## src/rtl/uart_frame_tx.sv

```systemverilog
// uart_frame_tx: framed serial transmitter for the SerialComm link.
// Sends start bit (0), eight data bits LSB first, optional even parity and
// STOP_BITS stop bits (1). One bit lasts CLKS_PER_BIT cycles of clock.
// Compile-time option: define UART_TX_PARITY_EN to insert the even-parity bit.
//
// state  | meaning
// -------+-----------------------------------------------------------
// IDLE   | nothing held, line high, load captures a byte
// READY  | byte held, line high, waiting for transmit_enable
// START  | start bit (line low) for one bit period
// DATA   | data bits shreg[0..7], one bit period each
// PARITY | even parity over the held byte (UART_TX_PARITY_EN only)
// STOP   | line high for STOP_BITS bit periods, then IDLE or READY
//
// serial_out is registered from the current state, so the line follows the
// state register by one clock. char_sent is decoded from registers and marks
// the last STOP clock, which is also the clock where a new load is accepted.

module uart_frame_tx #(
  parameter int CLKS_PER_BIT = 5208,
  parameter int CNT_W        = 13,
  parameter int STOP_BITS    = 1
) (
  input  logic       clock,
  input  logic       rst,
  input  logic [7:0] parallel_in,
  input  logic       load,
  input  logic       transmit_enable,
  output logic       serial_out,
  output logic       busy,
  output logic       char_sent
);

  typedef enum logic [2:0] {
    IDLE   = 3'd0,
    READY  = 3'd1,
    START  = 3'd2,
    DATA   = 3'd3,
`ifdef UART_TX_PARITY_EN
    PARITY = 3'd4,
`endif
    STOP   = 3'd5
  } state_t;

  localparam logic [CNT_W-1:0] BIT_LAST  = CNT_W'(CLKS_PER_BIT - 1);
  // Index of the final stop bit: 0 for one stop bit, 1 for two.
  localparam logic             STOP_LAST = (STOP_BITS == 2);

  state_t           state_q, state_d;
  logic [CNT_W-1:0] cnt_q, cnt_d;
  logic [2:0]       idx_q, idx_d;
  logic [7:0]       shreg_q, shreg_d;
  logic             stop_q, stop_d;
  logic             tx_bit;
  logic             bit_end;
  logic             timed;

  assign bit_end = (cnt_q == BIT_LAST);

  // States that run the bit-period counter; it rests at 0 elsewhere so that
  // entry to START always begins a full bit period.
  assign timed = (state_q == START) || (state_q == DATA) ||
`ifdef UART_TX_PARITY_EN
                 (state_q == PARITY) ||
`endif
                 (state_q == STOP);

  // Last clock of the last stop bit.
  assign char_sent = (state_q == STOP) && bit_end && (stop_q == STOP_LAST);

  // Next-state, datapath updates and the line value for the current state.
  always_comb begin
    state_d = state_q;
    cnt_d   = '0;
    idx_d   = idx_q;
    shreg_d = shreg_q;
    stop_d  = stop_q;
    tx_bit  = 1'b1;

    if (timed) begin
      cnt_d = bit_end ? '0 : cnt_q + 1'b1;
    end

    case (state_q)
      IDLE: begin
        if (load) begin
          shreg_d = parallel_in;
          state_d = READY;
        end
      end

      READY: begin
        if (transmit_enable) begin
          state_d = START;
          cnt_d   = '0;
          idx_d   = 3'd0;
          stop_d  = 1'b0;
        end
      end

      START: begin
        tx_bit = 1'b0;
        if (bit_end) begin
          state_d = DATA;
        end
      end

      DATA: begin
        tx_bit = shreg_q[idx_q];
        if (bit_end) begin
          idx_d = idx_q + 3'd1;
          if (idx_q == 3'd7) begin
`ifdef UART_TX_PARITY_EN
            state_d = PARITY;
`else
            state_d = STOP;
`endif
          end
        end
      end

`ifdef UART_TX_PARITY_EN
      PARITY: begin
        tx_bit = ^shreg_q;
        if (bit_end) begin
          state_d = STOP;
        end
      end
`endif

      STOP: begin
        tx_bit = 1'b1;
        if (bit_end) begin
          if (stop_q == STOP_LAST) begin
            // A byte offered on the final stop clock goes straight to READY,
            // giving back-to-back frames with a single idle-high clock between.
            if (load) begin
              shreg_d = parallel_in;
              state_d = READY;
            end else begin
              state_d = IDLE;
            end
          end else begin
            stop_d = 1'b1;
          end
        end
      end

      default: begin
        state_d = IDLE;
      end
    endcase
  end

  // State, datapath and registered outputs; reset drops any frame in flight.
  always_ff @(posedge clock) begin
    if (rst) begin
      state_q    <= IDLE;
      cnt_q      <= '0;
      idx_q      <= 3'd0;
      shreg_q    <= 8'h00;
      stop_q     <= 1'b0;
      serial_out <= 1'b1;
      busy       <= 1'b0;
    end else begin
      state_q    <= state_d;
      cnt_q      <= cnt_d;
      idx_q      <= idx_d;
      shreg_q    <= shreg_d;
      stop_q     <= stop_d;
      serial_out <= tx_bit;
      busy       <= (state_d != IDLE);
    end
  end

endmodule

```

## config.mk

```make
export PLATFORM = sky130hd
export DESIGN_NAME = uart_frame_tx
export DESIGN_NICKNAME = d
export VERILOG_FILES = /design/src/rtl/uart_frame_tx.sv
export SDC_FILE = /design/constraint.sdc
export NUM_CORES = 1
export LEC_CHECK = 0
export ABC_AREA = 0
export ABC_CLOCK_PERIOD_IN_PS = 3300
export CORE_MARGIN = 8
export CORE_UTILIZATION = 50
export DETAILED_ROUTE_END_ITERATION = 7
export PLACE_DENSITY = 0.8
export SLEW_MARGIN = 20
export SYNTH_ARGS = -nofsm -noshare
export SYNTH_HDL_FRONTEND = slang
export SYNTH_SLANG_ARGS = --single-unit
export TNS_END_PERCENT = 10
```

## constraint.sdc

```tcl
create_clock -name clock -period 3.3 [get_ports clock]
set_input_delay 0.99 -clock clock [delete_from_list [all_inputs] [get_ports clock]]
set_output_delay 0.99 -clock clock [all_outputs]
set_load 0.005 [all_outputs]
```

==> summary.txt <==
Global route
  • Met3 GRT Util: 0.0593
  • Met1 usage: 0.121
  • Global route hottest layer: met2
  • Vias in the first global route: 1128
  • Met2 Usage GRT: 0.196
  • Global-route wire length before repair: 4.83 mm
  • Initial antenna violation count: 0
  • Grt total ovfl: 0
  • Total GRT Usage: 0.119
  • Largest net degree at the start of global routing: 25

Timing
  • Unrepaired setup endpoints after global routing: no
  • Clock skew: 12.9 ps
  • Setup tns final: 0 ps
  • Slew HR: 0.706
  • Final Hold Viols: 0
  • Tcrit/Tclk final: 0.947
  • Final setup viols: 0
  • Final Critical Period: 3120 ps
  • Fmax: 320 MHz
  • Fin. max-slew vios: 0
  • Worst-margin pin slew: 439 ps

Route
  • Drc violations: 0
  • Vias/cell: 5.60
  • Final WL: 2.73 mm
  • DRT antenna net count: 0
  • WL per Instance: 13.8 um
  • Initial DRC count: 100
  • Via Count: 1103
  • DRT Pass-1 Iters: 4

Critical path
  • R2R cell count: 5
  • Worst R2R End: idx_q[0]$_SDFFE_PP0P_
  • Required time of the worst setup path: 2310 ps
  • CP Max Fanout: 4
  • Buf/Inv on CP: 1
  • CP startpoint kind: register
  • CP endpoint kind: output pin
  • Top delay family on crit path: simple AND/OR/NAND/NOR gates
  • Critical path data arrival time: 2130 ps
  • CP Cell Sequence: ha_1, nor4b_2, and3_4, and3_1, clkdlybuf4s50_1
  • Critical R2R Launch: cnt_q[0]$_SDFF_PP0_
  • Slowest CP cell: clkdlybuf4s50_1
  • Crit path kind: register to output pin
  • Slowest stage delay, CP: 490 ps
  • Worst R2R Setup Slack: 1420 ps

Clock network
  • Root Driver: clkbuf_4
  • Post-cts sizing count: 0
  • CTS buffer count: 5
  • Post-CTS Hold Buffers: 0
  • Reg clk slew, reported paths: 90 ps
  • Number of H-tree levels: 2
  • CTS max path bufs: 2
  • Clock sink total: 29
  • Setup bufs post-CTS: 0
  • CTS tree: done
  • Clock Latency Late Sink: 330 ps

Layout
  • FF/Latch Area: 581 sq um
  • Layout cells sized above 1: 0.151
  • Multi-input gate area: 845 sq um
  • Antenna diode count: 0
  • Final core utilization: 0.608
  • Fin nets: 181
  • Fill cell count: 233
  • Area added between synthesis and finish: 14.9%

Synth
  • Yosys cell types: 36
  • Predominant post-synthesis flop cell: dfxtp_1
  • Mapped Area: 1460 sq um
  • Post-synth EDFFs: 0
  • Synth Net Count: 163
  • Post-synthesis sequential area ratio: 0.398
  • Synth Register Bits: 29
  • Synth warnings: 0
  • Average cell area after synthesis: 9.87 sq um
  • Ys async rst share: 0
  • Mapped Cells: 148

Min path
  • WHS Endpoint: shreg_q[4]$_SDFFE_PP0P_
  • HP Class: register to register
  • Hold_sp: shreg_q[4]$_SDFFE_PP0P_
  • Hold path depth: 2

Pwr
  • Logic pwr share: 0.102
  • Leakage power figure: 0.616 nW
  • Internal power: 0.500 mW
  • Flop pwr share: 0.566
  • Pwr Density: 391 nW/um^2
  • Clk pwr share: 0.332
  • Switching share of power: 0.237
  • NetSw: 0.155 mW
  • Peak VDD IR: 0.343 mV

Floorplanning
  • I/O Pins: 15
  • Num rows: 19
  • Initial Util: 0.529
  • DIE HEIGHT: 70.0 um
  • Die area: 4910 sq um
  • Chip width: 70.0 um
  • CORE AREA: 2760 sq um

Job
  • Number of max-cap violations: 0

Placed design
  • Gpl congestion: 0.778
  • PortBufs: 14
  • HPWL Detailed: 1.98 mm

Outcome
  • Status: finished clean
[how the worst max path moves through the flow]
stage,cells past startpoint,to,from
after floorplan,4,char_sent,cnt_q[0]$_SDFF_PP0_
after global placement,5,char_sent,cnt_q[0]$_SDFF_PP0_
after detailed placement,5,char_sent,cnt_q[0]$_SDFF_PP0_
after CTS,5,char_sent,cnt_q[0]$_SDFF_PP0_
after global routing,5,char_sent,cnt_q[0]$_SDFF_PP0_
final,5,char_sent,cnt_q[0]$_SDFF_PP0_
[synth_stat cells (2+ instances only)]
master    instances  area [sq um]
nor2_2           10          62.6
xor2_1            3          26.3
or3_4             2          22.5
dfxtp_1          29           581
nand4_1           3          18.8
xnor2_1           6          52.6
nor3_1            4          20.0
nor2b_1           2          12.5
a21oi_1           3          15.0
nand2_1           5          18.8
nor2_1            7          26.3
mux2i_1          13           130
mux4_2            2          45.0
a31oi_1           3          18.8
and3_1            3          18.8
nand3_1           6          30.0
ha_1              3          37.5
inv_1             3          11.3
o21ai_0           3          15.0
clkbuf_1          2          7.51
nand2b_1         21           131
[flip-flops by register name, summed over array words and instances (netlist names)]
signal      flops
shreg_q         8
serial_out      1
cnt_q          13
idx_q           3
state_q         3
busy            1
[cells in the final DEF, fill, tap and decap left out, drive strengths merged]
cell type,Yosys,routed
mux4,2,2
nor3,4,4
a41oi,1,1
a21oi,3,3
or3,2,2
nor2,17,17
nand3,6,6
nor3b,1,1
ha,3,3
mux2i,13,13
and4,1,1
nand4b,1,1
a21o,1,1
a31oi,3,3
nand4,3,3
o311ai,1,1
nor2b,2,2
o32a,1,1
and4bb,1,1
clkdlybuf4s50,0,14
a211oi,1,1
xnor2,6,6
and3,4,4
nand2b,21,21
o31ai,1,1
nand2,5,5
buf,2,1
xor2,3,3
dfxtp,29,29
and4b,1,1
o21ai,3,3
clkbuf,2,7
inv,3,3
nor4b,1,1
[worst register-to-register path, stage by stage, from the launching register on]
cell	delay [ps]
dfxtp_1	390
ha_1	240
nor4b_2	270
nand3_1	260
or3_4	460
o31ai_1	190
[through the flow]
step,cell area (sq um),total power [mW],hold WS (ps),instances,setup WS (ps)
after floorplan,1460,0.419,435,148,1100
after global placement,1620,0.443,447,190,576
after detailed placement,1620,0.446,465,190,522
after CTS,1680,0.663,485,197,148
after global routing,1680,0.690,504,197,33.5
final,1680,0.655,480,197,176
[metal layers]
layer,vias up,wire length [um]
met5,-,0
met4,0,20
met3,2,171
met2,26,1330
met1,517,1210
li1,558,-
[power groups by stage]
stage | combinational [mW] | clock, mW | sequential, mW
2_1_floorplan | 0.0450 | 0 | 0.374
6_report | 0.0668 | 0.217 | 0.371
5_1_grt | 0.0738 | 0.243 | 0.373
3_5_place_dp | 0.0674 | 0 | 0.379
3_3_place_gp | 0.0651 | 0 | 0.378
4_1_cts | 0.0676 | 0.225 | 0.371
[cell type report]
type	count	share of cell area
Timing Repair Buffer	15	0.0880
Clock buffer	7	0.0328
Tap cell	31	0.0231
Sequential cell	29	0.346
Inverter	3	0.00671
Multi-Input combinational cell	112	0.503
[cells by family after synthesis]
kind of cell,Yosys count,share of synthesized area
buf+inv,7,0.0240
simple gates,70,0.298
fa+ha+maj,3,0.0257
xor+xnor,9,0.0540
mux,15,0.120
compound gates,15,0.0806
flops,29,0.398
Note: power is estimated with default switching activity, not from simulation.
